==> config.mk <==
export PLATFORM = sky130hd
export DESIGN_NAME = alu_bist_driver_flat
export DESIGN_NICKNAME = d
export VERILOG_FILES = /design/src/rtl/alu_pkg.sv /design/src/rtl/alu_bist_driver_if.sv /design/src/rtl/alu_bist_misr.sv /design/src/rtl/alu_bist_driver.sv /design/src/flat_wrapper.sv
export SDC_FILE = /design/constraint.sdc
export NUM_CORES = 1
export LEC_CHECK = 0
export ABC_AREA = 1
export ABC_CLOCK_PERIOD_IN_PS = 2300
export CAP_MARGIN = 10
export CORE_MARGIN = 5
export CORE_UTILIZATION = 49
export CTS_CLUSTER_DIAMETER = 200
export DETAILED_ROUTE_END_ITERATION = 10
export GPL_TIMING_DRIVEN = 0
export PLACE_DENSITY = 0.9
export SLEW_MARGIN = 20
export SYNTH_ARGS = -nofsm -noshare
export SYNTH_HDL_FRONTEND = slang
export SYNTH_SLANG_ARGS = --single-unit
==> constraint.sdc <==
create_clock -name i_clk -period 2.3 [get_ports i_clk]
set_input_delay 0.345 -clock i_clk [delete_from_list [all_inputs] [get_ports i_clk]]
set_output_delay 0.345 -clock i_clk [all_outputs]
set_load 0.02 [all_outputs]
==> src/rtl/alu_pkg.sv <==
// Shared ALU op encoding and BIST constants for the ALU self-test driver.
// Imported by alu_bist_driver and alu_bist_misr.
package alu_pkg;

    typedef enum logic [3:0] {
        ALU_ADD  = 4'd0,
        ALU_SUB  = 4'd1,
        ALU_SLT  = 4'd2,
        ALU_SLTU = 4'd3,
        ALU_XOR  = 4'd4,
        ALU_OR   = 4'd5,
        ALU_AND  = 4'd6,
        ALU_SLL  = 4'd7,
        ALU_SRL  = 4'd8,
        ALU_SRA  = 4'd9,
        ALU_OP_B = 4'd10
    } alu_op_t;

    localparam int          ALU_NUM_OPS    = 11;
    localparam logic [31:0] BIST_LFSR_TAPS = 32'h8020_0003;
    localparam logic [31:0] BIST_MISR_POLY = 32'h04C1_1DB7;
    localparam logic [31:0] BIST_MISR_INIT = 32'hFFFF_FFFF;

    typedef enum logic [1:0] {
        ST_IDLE = 2'd0,
        ST_RUN  = 2'd1,
        ST_DONE = 2'd2
    } bist_state_t;

    // Right-shifting Galois LFSR: the bit falling out of position 0 folds back into the taps.
    function automatic logic [31:0] f_lfsr_step(input logic [31:0] s);
        return (s >> 1) ^ (s[0] ? BIST_LFSR_TAPS : 32'h0);
    endfunction

    function automatic logic [31:0] f_swap_halves(input logic [31:0] s);
        return {s[15:0], s[31:16]};
    endfunction

endpackage

==> src/rtl/alu_bist_driver_if.sv <==
// Operand/op/result bus between the BIST driver (master) and the ALU (slave).
// Purely combinational wiring; no clock in the interface.
interface alu_bist_driver_if;

    logic [31:0] operand_a;
    logic [31:0] operand_b;
    logic [3:0]  alu_op;
    logic [31:0] alu_data;

    modport master (
        output operand_a,
        output operand_b,
        output alu_op,
        input  alu_data
    );

    modport slave (
        input  operand_a,
        input  operand_b,
        input  alu_op,
        output alu_data
    );

endinterface

==> src/rtl/alu_bist_misr.sv <==
// 32-bit multiple-input signature register with synchronous init and enable.
// o_sig_nxt exposes the value that would be absorbed this cycle.
module alu_bist_misr
    import alu_pkg::*;
(
    input  logic        i_clk,
    input  logic        i_rst_n,
    input  logic        i_init,
    input  logic        i_en,
    input  logic [31:0] i_data,
    output logic [31:0] o_sig,
    output logic [31:0] o_sig_nxt
);

    logic [31:0] r_sig;
    logic [31:0] w_sig_nxt;

    assign w_sig_nxt = {r_sig[30:0], 1'b0} ^ (r_sig[31] ? BIST_MISR_POLY : 32'h0) ^ i_data;

    // Init wins over enable so a start edge always opens with a clean signature.
    always_ff @(posedge i_clk or negedge i_rst_n) begin
        if (!i_rst_n) begin
            r_sig <= BIST_MISR_INIT;
        end else if (i_init) begin
            r_sig <= BIST_MISR_INIT;
        end else if (i_en) begin
            r_sig <= w_sig_nxt;
        end
    end

    assign o_sig     = r_sig;
    assign o_sig_nxt = w_sig_nxt;

endmodule

==> src/rtl/alu_bist_driver.sv <==
// ALU BIST initiator: LFSR operands, op-major sweep of all ALU ops, MISR compaction.
// Optional per-vector reference check enabled by defining ALU_REF_CHECK_EN.
module alu_bist_driver
    import alu_pkg::*;
#(
    parameter int          P_VECS_PER_OP = 16,
    parameter logic [31:0] P_SEED        = 32'hACE1_2024,
    parameter logic [31:0] P_GOLDEN_SIG  = 32'h0000_0000
) (
    input  logic                i_clk,
    input  logic                i_rst_n,
    input  logic                i_start,
    alu_bist_driver_if.master   alu_bus,
    output logic                o_busy,
    output logic                o_done,
    output logic                o_pass,
    output logic [31:0]         o_signature,
    output logic                o_mismatch,
    output logic [15:0]         o_fail_idx
);

    localparam logic [11:0] LP_VEC_LAST = 12'(P_VECS_PER_OP - 1);
    localparam logic [3:0]  LP_OP_LAST  = 4'(ALU_NUM_OPS - 1);

    bist_state_t r_state;
    bist_state_t w_state_nxt;
    logic        w_start_acc;
    logic        w_last;
    logic        w_run;

    logic [31:0] r_lfsr;
    logic [31:0] w_lfsr_nxt;
    logic [31:0] r_operand_a;
    logic [31:0] r_operand_b;
    logic [3:0]  r_op;
    logic [11:0] r_vec;
    logic        r_pass;
    logic [31:0] w_sig;
    logic [31:0] w_sig_nxt;

    always_ff @(posedge i_clk or negedge i_rst_n) begin
        if (!i_rst_n) begin
            r_state <= ST_IDLE;
        end else begin
            r_state <= w_state_nxt;
        end
    end

    always_comb begin
        w_state_nxt = r_state;
        w_start_acc = 1'b0;
        w_last      = (r_op == LP_OP_LAST) && (r_vec == LP_VEC_LAST);
        unique case (r_state)
            ST_IDLE: begin
                if (i_start) begin
                    w_start_acc = 1'b1;
                    w_state_nxt = ST_RUN;
                end
            end
            ST_RUN: begin
                if (w_last) begin
                    w_state_nxt = ST_DONE;
                end
            end
            ST_DONE: w_state_nxt = ST_IDLE;
            default: w_state_nxt = ST_IDLE;
        endcase
    end

    assign w_run      = (r_state == ST_RUN);
    assign w_lfsr_nxt = f_lfsr_step(r_lfsr);

    // Each RUN edge absorbs the current vector and presents the next one; the last edge parks the bus at 0.
    always_ff @(posedge i_clk or negedge i_rst_n) begin
        if (!i_rst_n) begin
            r_lfsr      <= P_SEED;
            r_operand_a <= 32'h0;
            r_operand_b <= 32'h0;
            r_op        <= 4'h0;
            r_vec       <= 12'h0;
            r_pass      <= 1'b0;
        end else if (w_start_acc) begin
            r_lfsr      <= P_SEED;
            r_operand_a <= P_SEED;
            r_operand_b <= f_swap_halves(P_SEED);
            r_op        <= 4'h0;
            r_vec       <= 12'h0;
            r_pass      <= 1'b0;
        end else if (w_run) begin
            if (w_last) begin
                r_operand_a <= 32'h0;
                r_operand_b <= 32'h0;
                r_op        <= 4'h0;
                r_pass      <= (w_sig_nxt == P_GOLDEN_SIG);
            end else begin
                r_lfsr      <= w_lfsr_nxt;
                r_operand_a <= w_lfsr_nxt;
                r_operand_b <= f_swap_halves(w_lfsr_nxt);
                if (r_vec == LP_VEC_LAST) begin
                    r_vec <= 12'h0;
                    r_op  <= (r_op == LP_OP_LAST) ? r_op : r_op + 4'h1;
                end else begin
                    r_vec <= r_vec + 12'h1;
                end
            end
        end
    end

    alu_bist_misr u_misr (
        .i_clk     (i_clk),
        .i_rst_n   (i_rst_n),
        .i_init    (w_start_acc),
        .i_en      (w_run),
        .i_data    (alu_bus.alu_data),
        .o_sig     (w_sig),
        .o_sig_nxt (w_sig_nxt)
    );

`ifdef ALU_REF_CHECK_EN
    logic [15:0] r_k;
    logic        r_mismatch;
    logic [15:0] r_fail_idx;
    logic [31:0] w_ref;

    function automatic logic [31:0] f_alu_ref(input logic [3:0] op,
                                              input logic [31:0] a,
                                              input logic [31:0] b);
        logic [31:0] res;
        res = 32'h0;
        case (op)
            ALU_ADD:  res = a + b;
            ALU_SUB:  res = a - b;
            ALU_SLT:  res = {31'h0, $signed(a) < $signed(b)};
            ALU_SLTU: res = {31'h0, a < b};
            ALU_XOR:  res = a ^ b;
            ALU_OR:   res = a | b;
            ALU_AND:  res = a & b;
            ALU_SLL:  res = a << b[4:0];
            ALU_SRL:  res = a >> b[4:0];
            ALU_SRA:  res = 32'($signed(a) >>> b[4:0]);
            ALU_OP_B: res = b;
            default:  res = 32'h0;
        endcase
        return res;
    endfunction

    assign w_ref = f_alu_ref(r_op, r_operand_a, r_operand_b);

    // Only the first mismatching vector is recorded; later ones leave the index alone.
    always_ff @(posedge i_clk or negedge i_rst_n) begin
        if (!i_rst_n) begin
            r_k        <= 16'h0;
            r_mismatch <= 1'b0;
            r_fail_idx <= 16'h0;
        end else if (w_start_acc) begin
            r_k        <= 16'h0;
            r_mismatch <= 1'b0;
            r_fail_idx <= 16'h0;
        end else if (w_run) begin
            r_k <= r_k + 16'h1;
            if ((alu_bus.alu_data != w_ref) && !r_mismatch) begin
                r_mismatch <= 1'b1;
                r_fail_idx <= r_k;
            end
        end
    end

    assign o_mismatch = r_mismatch;
    assign o_fail_idx = r_fail_idx;
`else
    assign o_mismatch = 1'b0;
    assign o_fail_idx = 16'h0;
`endif

    assign alu_bus.operand_a = r_operand_a;
    assign alu_bus.operand_b = r_operand_b;
    assign alu_bus.alu_op    = r_op;

    assign o_busy      = w_run;
    assign o_done      = (r_state == ST_DONE);
    assign o_pass      = r_pass;
    assign o_signature = w_sig;

endmodule
==> src/flat_wrapper.sv <==
// flat-port wrapper written by rule: the top's interface ports become plain ports
module alu_bist_driver_flat import alu_pkg::*;
#(
    parameter int          P_VECS_PER_OP = 16,
    parameter logic [31:0] P_SEED        = 32'hACE1_2024,
    parameter logic [31:0] P_GOLDEN_SIG  = 32'h0000_0000
)
  (i_clk, i_rst_n, i_start, o_busy, o_done, o_pass, o_signature, o_mismatch, o_fail_idx, alu_bus_operand_a, alu_bus_operand_b, alu_bus_alu_op, alu_bus_alu_data);
  alu_bist_driver_if alu_bus_i ();
  input  logic i_clk;
  input  logic i_rst_n;
  input  logic i_start;
  output logic o_busy;
  output logic o_done;
  output logic o_pass;
  output logic [31:0] o_signature;
  output logic o_mismatch;
  output logic [15:0] o_fail_idx;
  output wire logic [$bits(alu_bus_i.operand_a)-1:0] alu_bus_operand_a;
  output wire logic [$bits(alu_bus_i.operand_b)-1:0] alu_bus_operand_b;
  output wire logic [$bits(alu_bus_i.alu_op)-1:0] alu_bus_alu_op;
  input wire logic [$bits(alu_bus_i.alu_data)-1:0] alu_bus_alu_data;
  assign alu_bus_operand_a = alu_bus_i.operand_a;
  assign alu_bus_operand_b = alu_bus_i.operand_b;
  assign alu_bus_alu_op = alu_bus_i.alu_op;
  assign alu_bus_i.alu_data = alu_bus_alu_data;
  alu_bist_driver #(.P_VECS_PER_OP(P_VECS_PER_OP), .P_SEED(P_SEED), .P_GOLDEN_SIG(P_GOLDEN_SIG)) u_core (.i_clk(i_clk), .i_rst_n(i_rst_n), .i_start(i_start), .alu_bus(alu_bus_i), .o_busy(o_busy), .o_done(o_done), .o_pass(o_pass), .o_signature(o_signature), .o_mismatch(o_mismatch), .o_fail_idx(o_fail_idx));
endmodule
==> results of run 1 <==
path summary, 6_finish.rpt:
path | from | endpoint | slack [ps] | cells past startpoint
setup reg to reg | u_core.r_vec[0]$_DFFE_PN0P_ | u_core.alu_bus.operand_b[26]$_DFFE_PN0P_ | 370 | 7
setup / recovery | u_core.r_state[1]$_DFFE_PN0P_ | o_busy | 200 | 5
hold reg to reg | u_core.r_lfsr[2]$_DFFE_PN1P_ | u_core.r_lfsr[2]$_DFFE_PN1P_ | 480 | 2
min in group i_clk | u_core.r_lfsr[2]$_DFFE_PN1P_ | u_core.r_lfsr[2]$_DFFE_PN1P_ | 480 | 2
hold / removal | i_rst_n | u_core.alu_bus.operand_b[5]$_DFFE_PN0P_ | 430 | 2
max in group asynchronous | i_rst_n | u_core.r_lfsr[5]$_DFFE_PN1P_ | 1180 | 3
metrics by stage:
step | hold WS, ps | worst slack (ps) | instance area (um2)
5_1_grt | 472.3 | 108.9 | 8061
2_1_floorplan | 49.41 | 613.8 | 5889
3_3_place_gp | 456.3 | -3330 | 7440
6_report | 433.6 | 202.8 | 8061
4_1_cts | 431.7 | 60.99 | 8059
3_5_place_dp | 300.4 | -22.57 | 7468
area by class of cell:
class | instances | area (um2) | area share
repair buffers | 139 | 1409 | 0.1748
clock inverters | 15 | 158.9 | 0.01971
well taps | 143 | 178.9 | 0.02219
inverters | 74 | 277.8 | 0.03446
plain buffers | 71 | 503.0 | 0.06239
multi-input cells | 415 | 2177 | 0.2701
flip-flops and latches | 115 | 2932 | 0.3637
clock buffers | 17 | 425.4 | 0.05277
registers in the layout, summed over array words and instances (netlist names):
name and cells:
u_core.r_state 2, u_core.alu_bus.operand_b 31, u_core.r_lfsr 32, u_core.u_misr.o_sig 32, u_core.alu_bus.alu_op 4, u_core.alu_bus.operand_a 1, u_core.o_pass 1, u_core.r_vec 12
cells by family (layout without fill, tap and decap cells):
group                    count (synthesis)  after routing  synth area share
AND/OR/NAND/NOR                        261            261            0.1885
buffers and inverters                  146            316            0.1344
flip-flops                             115            115            0.5029
AO/OA/AOI/OAI                          108            108            0.1281
XOR/XNOR                                26             26           0.03906
adder cells (fa/ha/maj)                  3              3          0.006440
other                                    1             17         0.0006433
placed cells by master, fill, tap and decap left out, drive strengths merged, types with 6 or more instances in the layout:
| cell | count |
|---|---|
| conb | 17 |
| dfrtp | 72 |
| a22oi | 7 |
| nand3 | 32 |
| dfstp | 43 |
| clkbuf | 23 |
| xnor2 | 17 |
| o21ai | 64 |
| a2bb2oi | 11 |
| nand2 | 185 |
| o22a | 6 |
| xor2 | 9 |
| a21oi | 8 |
| inv | 85 |
| clkdlybuf4s50 | 135 |
| nor2 | 36 |
| buf | 67 |
| o22ai | 12 |
Yosys cell counts (3+ instances only):
library cell  number
o22ai_1            4
o21ai_0           47
buf_6              4
clkbuf_1           6
a2bb2oi_1         11
o22a_1             6
nand2_1          182
buf_4             51
nor2_1            35
xor2_1             9
a21oi_1            8
o22ai_2            8
xnor2_1           17
ha_1               3
dfrtp_1           72
a22oi_1            7
dfstp_2           43
inv_2              3
inv_1             71
o21ai_2           16
nand3_1           30
buf_2             11
power by group through the flow:
stage	Combinational (uW)	Sequential [uW]	Clock, uW
6_report	2390	2840	2630
5_1_grt	2590	2880	2730
4_1_cts	2380	2830	2630
3_5_place_dp	2340	2860	0
3_3_place_gp	2270	2850	0
2_1_floorplan	1060	3170	0
metal layers:
metal	track usage	wire [um]	share of wire	up-vias
met1	0.2844	6534	0.41	2434
met5	0	0	0	-
met2	0.3822	8062	0.50	221
met3	0.05735	1148	0.072	32
met4	0.08327	273	0.017	0
li1	-	-	-	2397
what timing repair did:
action,4_1_cts,5_1_grt
hold endpoints to repair,15,0
gates resized for setup,2,2
endpoints found under the setup margin,1,1
hold buffers,1,0
pin swaps,0,0
worst reg2reg max path: stages, from the launching register on:
cell and delay (ps):
dfrtp_1 410, ha_1 230, nand3_2 140, nor2_4 180, nand3_4 120, nand2_4 140
clkbuf_1 360, o21ai_0 200
==> flow_summary_export.csv, run 1 <==
group,metric,value,unit
floorplan,rows,39,
timing,final.setup_skew,10.38,ps
layout,layout.nets,871,
synthesis,yosys_most_used_dff,"dfrtp_1",
grt,grt_pass1_wl,26000,um
grt,globalRouteOverflowTotal,0,
layout,finalNonFillerCells,989,
outcome,outcome,"finished clean",
grt,track_usage,0.2274,
pwr,switching_share,0.3457,
synthesis,synth_top_area_cell,"dfrtp_1",
pwr,ir_worst_vdd,0.0004869,V
routing,drt-pass1-iter-count,6,
job,drv_cap,0,
routing,via_count,5084,
pwr,pwr-share-clk,0.334,
critical_path,crit_path_max_incr_delay,370,ps
floorplan,chipHeight,119.1,um
critical_path,path_cells,"inv_1 > nand2_2 > inv_2 > buf_4 > dlygate4sd2_1",
floorplan,die_area,14180,um2
routing,drc,0,
layout,post-route-util,0.7000,
timing,period_minus_slack,2097,ps
timing,worst_pin_slew,535.8,ps
pwr,total_power,7856,uW
timing,finalSetupViolCount,0,
pwr,powerDensity,974.5,nW/um2
synthesis,synth_cells,660,
clocking,clock-sinks,115,
timing,max-slew-margin-rel,0.6428,
layout,insertedDiodeCount,0,
synthesis,synth-seq-area-share,0.5029,
timing,rsz0062_at_grt,"no",
synthesis,synth_cell_types,34,
synthesis,ys_async_sr_fraction,1.000,
pwr,comb_power_share,0.304,
synthesis,synth_top_area_share,0.3091,
synthesis,syn_area_per_cell,8.832,um2
routing,antenna_left,0,
clocking,post_cts_buffers,0,
clocking,clk_latency,420,ps
pwr,intPower,5140,uW
clocking,cts_buffers,17,
timing,fmax,0.4768,GHz
pwr,power_switching,2716,uW
critical_path,cp-end-kind,"output pin",
placed_design,gp_congestion,0.9070,
critical_path,crit_path_max_fanout,19,
min_path,holdCritPathClass,"input port to asynchronous set/reset pin",
floorplan,start_util,0.5062,
clocking,tritoncts,"done",
timing,finalMaxSlewViolations,0,
pwr,seqPwrFrac,0.361,
routing,via_per_inst,5.141,
layout,final_layout_size_suffix_gt1_frac,0.2116,
clocking,clk_pin_slew_worst_paths,60,ps
critical_path,cp_slowest_cell,"dfrtp_1",
grt,grt_start_max_net_pins,73,
layout,final.fill_count,796,
timing,fin_crit_sh,0.9118,
synthesis,synthTopCellsByArea,"dfrtp_1 (31%), dfstp_2 (19%), nand2_1 (12%)",
critical_path,cp_num_buf_inv,4,
timing,tns,0,ps
clocking,clock_path_buffers,2,
critical_path,required,1960,ps
clocking,cts_max_level,4,
critical_path,cpLargestDelayFamily,"buffers and inverters",
routing,wl,16020,um
critical_path,crit_arrival,1750,ps
placed_design,place_inst,957,
synthesis,ys_ff_latch,115,
placed_design,io_buffers,137,
synthesis,yosys_warnings,0,
synthesis,synth_area,5829,um2
placed_design,hpwlAfterDp,11070,um
critical_path,critical_path_class,"flip-flop to output pin",
routing,wl_per_cell,16.20,um
clocking,cts_root_buf,"clkbuf_16",
routing,drt-initial-drc-count,548,
floorplan,die_w,119.1,um
floorplan,io_pins,155,
floorplan,core_area,11520,um2
pwr,p_leak,0.003766,uW
grt,first_global_vias,5086,
critical_path,start_kind,"flip-flop",
synthesis,synth_enable_flop_cells,0,
timing,hold_viol_final,0,
grt,antenna_found_initial,0,
layout,area_growth,38.29,%
No activity file was read; power rests on OpenSTA's default activity.
==> run 2, diff against run 1 <==
--- a/config.mk
+++ b/config.mk
@@ -12,6 +12,7 @@
 export CORE_UTILIZATION = 49
 export CTS_CLUSTER_DIAMETER = 200
 export DETAILED_ROUTE_END_ITERATION = 10
+export GPL_ROUTABILITY_DRIVEN = 0
 export GPL_TIMING_DRIVEN = 0
 export PLACE_DENSITY = 0.9
 export SLEW_MARGIN = 20
==> results of run 2 <==
No change in the layout: final DEF, timing and power equal those of run 1.
==> run 3, diff against run 2 <==
--- a/config.mk
+++ b/config.mk
@@ -14,7 +14,7 @@
 export DETAILED_ROUTE_END_ITERATION = 10
 export GPL_ROUTABILITY_DRIVEN = 0
 export GPL_TIMING_DRIVEN = 0
-export PLACE_DENSITY = 0.9
+export PLACE_DENSITY = 0.81
 export SLEW_MARGIN = 20
 export SYNTH_ARGS = -nofsm -noshare
 export SYNTH_HDL_FRONTEND = slang
==> run 3 against run 2 <==
Effect of this change: setup slack better by 7.2 ps; global-route usage fell by 0.42 points; combinational power about the same; non-clock buffer count is the same; first-iteration DRC count is 36% lower; clock skew up 3.9 ps; power is 0.18% higher; sequential power about the same; fmax grew 0.34%; routed wire length fell by 0.74%; via count rose by 0.35%; critical path type unchanged; largest cell class unchanged.
==> flow_summary_export.csv, run 3 (synthesis results as in run 1) <==
group,metric,value,unit
layout,layout_common_cells,"nand2_1 (181), clkdlybuf4s50_1 (135), dfrtp_1 (72), inv_1 (71), buf_4 (52)",
critical_path,r2r_setup_slack,330,ps
grt,antenna_found_initial,0,
critical_path,r2r_cells,7,
timing,final.setup_skew,14.24,ps
critical_path,critical_path_class,"flip-flop to output pin",
min_path,holdPathStages,2,
layout,final_layout_size_suffix_gt1_frac,0.2116,
critical_path,crit_top_cell,"inv_1",
placed_design,hpwlAfterDp,11280,um
clocking,tritoncts,"done",
clocking,clk_pin_slew_worst_paths,60,ps
floorplan,chipHeight,119.1,um
grt,first_global_vias,5175,
min_path,worstHoldStart,"u_core.r_lfsr[23]$_DFFE_PN1P_",
critical_path,cpLargestDelayFamily,"buffers and inverters",
outcome,outcome,"finished clean",
clocking,clk_latency,420,ps
layout,area_growth,38.53,%
layout,final.fill_count,807,
timing,max-slew-margin-rel,0.6137,
layout,layout_commonest_cell,"nand2_1",
routing,drc,0,
clocking,cts_max_level,4,
timing,rsz0062_at_grt,"no",
routing,via_per_inst,5.159,
critical_path,required,1960,ps
placed_design,dp_slack,-22.83,ps
timing,setup_ws,210.0,ps
clocking,cts_buffers,17,
clocking,post_cts_buffers,0,
timing,fmax,0.4785,GHz
critical_path,startpoint,"u_core.r_state[1]$_DFFE_PN0P_",
routing,drt-initial-drc-count,353,
grt,track_usage,0.2231,
routing,drt-pass1-iter-count,5,
grt,globalRouteOverflowTotal,0,
clocking,clock_path_buffers,2,
floorplan,start_util,0.5062,
critical_path,crit_path_max_incr_delay,380,ps
critical_path,cp-end-kind,"output pin",
routing,antenna_left,0,
timing,tns,0,ps
floorplan,io_pins,155,
routing,via_count,5102,
pwr,powerDensity,974.5,nW/um2
timing,hold_viol_final,0,
min_path,hold_path_end,"u_core.r_lfsr[23]$_DFFE_PN1P_",
timing,period_minus_slack,2090,ps
floorplan,core_area,11520,um2
timing,worst_pin_slew,579.5,ps
critical_path,crit_arrival,1750,ps
min_path,holdCritPathClass,"flip-flop to flip-flop",
floorplan,rows,39,
critical_path,start_kind,"flip-flop",
critical_path,path_cells,"inv_1 > nand2_2 > inv_1 > buf_4 > clkdlybuf4s15_2",
layout,layout.nets,871,
layout,insertedDiodeCount,0,
timing,finalMaxSlewViolations,0,
critical_path,cp_num_buf_inv,4,
floorplan,die_area,14180,um2
critical_path,regToRegEndpoint,"u_core.alu_bus.operand_b[8]$_DFFE_PN0P_",
timing,fin_crit_sh,0.9087,
placed_design,io_buffers,137,
grt,grt_start_max_net_pins,63,
pwr,total_power,7870,uW
pwr,p_leak,0.003777,uW
timing,finalSetupViolCount,0,
clocking,cts_root_buf,"clkbuf_16",
clocking,clock-sinks,115,
routing,wl_per_cell,16.08,um
job,drv_cap,0,
pwr,ir_worst_vdd,0.0004802,V
floorplan,die_w,119.1,um
critical_path,cp_slowest_cell,"dfrtp_1",
routing,wl,15900,um
critical_path,crit_path_max_fanout,19,
grt,grt_pass1_wl,25580,um
critical_path,r2r_start,"u_core.r_vec[0]$_DFFE_PN0P_",
## run 3: repair_timing
item | in CTS | in global routing
hold endpoints to repair | 38 | 0
endpoints found under the setup margin | 1 | 1
hold buffers | 1 | 0
gates resized for setup | 5 | 0
## run 3: worst max-delay path by stage
stage                                               end  slack (ps)  depth (start not counted)
2_1_floorplan  u_core.alu_bus.operand_b[13]$_DFFE_PN0P_         610                         11
3_3_place_gp                u_core.r_vec[1]$_DFFE_PN0P_       -3300                          1
3_5_place_dp                                     o_busy         -20                          6
4_1_cts                                          o_busy          60                          6
5_1_grt                                          o_busy         140                          5
6_report                                         o_busy         210                          5
## run 3: where the power goes
part           total [uW]  internal, uW  switching, uW  leakage, uW
Clock                2650          1620           1030     0.000288
Sequential           2840          2530            310      0.00132
Combinational        2380          1070           1300      0.00217
Total                7870          5230           2640      0.00378
## run 3: area by class of cell
type	instances	area, um2	share of cell area
Buffer	71	503.0	0.06229
Timing Repair Buffer	139	1411	0.1748
Clock inverter	15	170.2	0.02107
Clock buffer	17	425.4	0.05268
Tap cell	143	178.9	0.02216
Multi-Input combinational cell	415	2177	0.2696
Sequential cell	115	2932	0.3630
Inverter	74	277.8	0.03440
## run 3: through the flow
step / util / area (um2) / hold WS, ps / std cells
floorplan: - / 5889 / 49.41 / 676
global placement: 0.6460 / 7440 / 457.4 / 956
detailed placement: 0.6485 / 7468 / 369.3 / 957
CTS: 0.7017 / 8080 / 467.9 / 990
global route: 0.7012 / 8075 / 485.8 / 989
finish: 0.7012 / 8075 / 470.5 / 989
## run 3: worst min-delay path: cells and delay by family (launching register included)
kind | cells | cell delay [ps]
DFF | 1 | 360
and+or+nand+nor | 2 | 110
## run 3: metal layers
metal	up-vias	wire length, um	global-route usage
met2	215	7938	0.3730
met4	0	196	0.07096
met3	24	1056	0.06682
met1	2470	6707	0.2785
li1	2393	-	-
met5	-	0	0
==> edit: new RTL, config.mk and constraints of run 2 <==
Re-encode `bist_state_t` (3 states) as one-hot, 3 bits wide.
--- a/src/rtl/alu_pkg.sv
+++ b/src/rtl/alu_pkg.sv
@@ -22,8 +22,8 @@
     localparam logic [31:0] BIST_MISR_INIT = 32'hFFFF_FFFF;
 
-    typedef enum logic [1:0] {
-        ST_IDLE = 2'd0,
-        ST_RUN  = 2'd1,
-        ST_DONE = 2'd2
+    typedef enum logic [2:0] {
+        ST_IDLE = 3'b001,
+        ST_RUN  = 3'b010,
+        ST_DONE = 3'b100
     } bist_state_t;
 
Behaviour: same outputs for any inputs over 10 cycles, from zero or initial values and one cycle with i_rst_n low; not proved beyond that.
==> edit against run 2 <==
- synthesized cell count up 8.3%
- final area up 1.8%
- first-iteration DRC count down 0.36%
- worst setup slack got worse by 0.064 ns
- clock skew shrank 0.0029 ns
- synthesized area rose by 2.2%
- sequential cell count rose by 1
- routed wire length up 0.75%
- critical endpoint unchanged
- largest cell class unchanged
- highest routed layer unchanged
Power is not compared: it rests on default switching activity, and its combinational part moved more than twofold at a synthesized area within 25%.
==> edit: results (changes against run 2) <==
worst_r2r_path_depth: 9  # +2
grt_pass1_wl_um: 26600  # +2.2%
diodes: 0  # unchanged
placed_cell_area_um2: 7600  # +1.8%
synthTopCellsByCount: "nand2_1 (216), inv_1 (91), dfrtp_1 (72)"
ys_warn_count: 0  # unchanged
vias_per_cell: 5.07  # -1.3%
reg2reg_slack_ns: 0.33  # -0.04 ns
grt_start_max_net_pins: 85  # +16%
dr_total_vias: 5320  # +4.6%
skew_ns: 0.00753  # -0.00285 ns
r2r_end: "u_core.r_vec[10]$_DFFE_PN0P_"
worstPathMaxFanout: 10  # -9
post_synth.cell_area_avg_um2: 8.33  # -5.7%
dr.first_iter.drc_count: 546  # -0.36%
grt_pass1_vias: 5503  # +8.2%
seq_area_frac_synth_pct: 49.7  # -0.63 points
hold_ws_ns: 0.406  # -0.0278 ns
worst_pin_slew_ns: 0.553  # +0.0173 ns
wl_per_cell_um: 15.4  # -5.0%
ys_types: 35  # +2.9%
drive_gt1_share_pct: 20.6  # -0.54 points
post-place-ws_ns: 0.104  # +0.126 ns
run_status: "finished, final reports clean"
nets: 927  # +6.4%
yosys-top-cells-area: "dfrtp_1 (30%), dfstp_2 (19%), nand2_1 (14%)"
grtUsageTotal_pct: 22.9  # +0.15 points
drtPass1Iterations: 5  # -1
dp.cells: 1016  # +6.2%
dp_hpwl_um: 11300  # +1.9%
==> edit: cell types whose count changed after synthesis, sizes merged, moves of 5 or more <==
| cell | delta |
|---|---|
| a21oi | +7 |
| a22oi | +10 |
| a2bb2oi | -11 |
| inv | +25 |
| nand2 | +33 |
| nand3 | -10 |
| nand4 | +8 |
| nor2 | +7 |
| o22a | -5 |
| xnor2 | -16 |
==> edit: worst max-delay path, delay by kind of cell (launching register included) <==
| kind | cells | cell delay (ns) |
|---|---|---|
| and+or+nand+nor | 1 | 0.22 |
| DFF | 1 | 0.38 |
| buffers and inverters | 4 | 0.79 |
==> edit: area by class of cell <==
class / instances / area (µm²)
Timing Repair Buffer: 139 / 1410
Buffer: 71 / 493
Fill cell: 890 / 3750
Tap cell: 147 / 184
Multi-Input combinational cell: 445 / 2200
Sequential cell: 116 / 2960
Clock buffer: 17 / 425
Clock inverter: 15 / 174
Inverter: 99 / 372
==> edit: through the flow <==
stage / total power [mW] / TNS [ns]
after global routing: 12.2 / 0
after floorplan: 6.62 / 0
after global placement: 8.60 / -333.41
final: 11.5 / 0
after detailed placement: 8.76 / 0
after CTS: 11.5 / 0
==> edit: kinds of logic (layout without fill, tap and decap cells) <==
logic type,count (synthesis),after routing,share of synthesized area (%)
simple gates,303,303,21.3
buf+inv,170,341,14.5
flops,116,116,49.7
compound gates,110,110,12.1
xor+xnor,12,12,1.76
fa+ha+maj,3,3,0.630
other cells,1,17,0.0630
==> edit: worst max path at each step <==
stage	cells past startpoint	end	slack, ns	startpoint
global placement	1	u_core.alu_bus.operand_b[22]$_DFFE_PN0P_	-3.40	i_rst_n
floorplan	10	u_core.r_lfsr[17]$_DFFE_PN0P_	0.68	u_core.alu_bus.alu_op[0]$_DFFE_PN0P_
CTS	5	o_busy	0.002	u_core.r_state[1]$_DFFE_PN0P_
finish	5	o_busy	0.14	u_core.r_state[1]$_DFFE_PN0P_
global route	5	o_busy	0.08	u_core.r_state[1]$_DFFE_PN0P_
detailed placement	5	o_busy	0.10	u_core.r_state[1]$_DFFE_PN0P_
==> edit: report_power, final <==
group	internal [mW]	switching [mW]
Clock	1.56	1.12
Sequential	2.92	0.559
Combinational	2.22	3.11
==> edit: routing by layer <==
metal  global-route usage, %  wire length (µm)
met2                    38.3              7950
met3                    5.75              1100
met1                    28.3              6690
met5                       0                 0
met4                    9.63               400
==> edit: what timing repair did <==
action / 4_1_cts / 5_1_grt
hold buffers: 1 / 0
gates resized for setup: 3 / 1
setup endpoints to repair: 1 / 1
hold endpoints to repair: 2 / 0
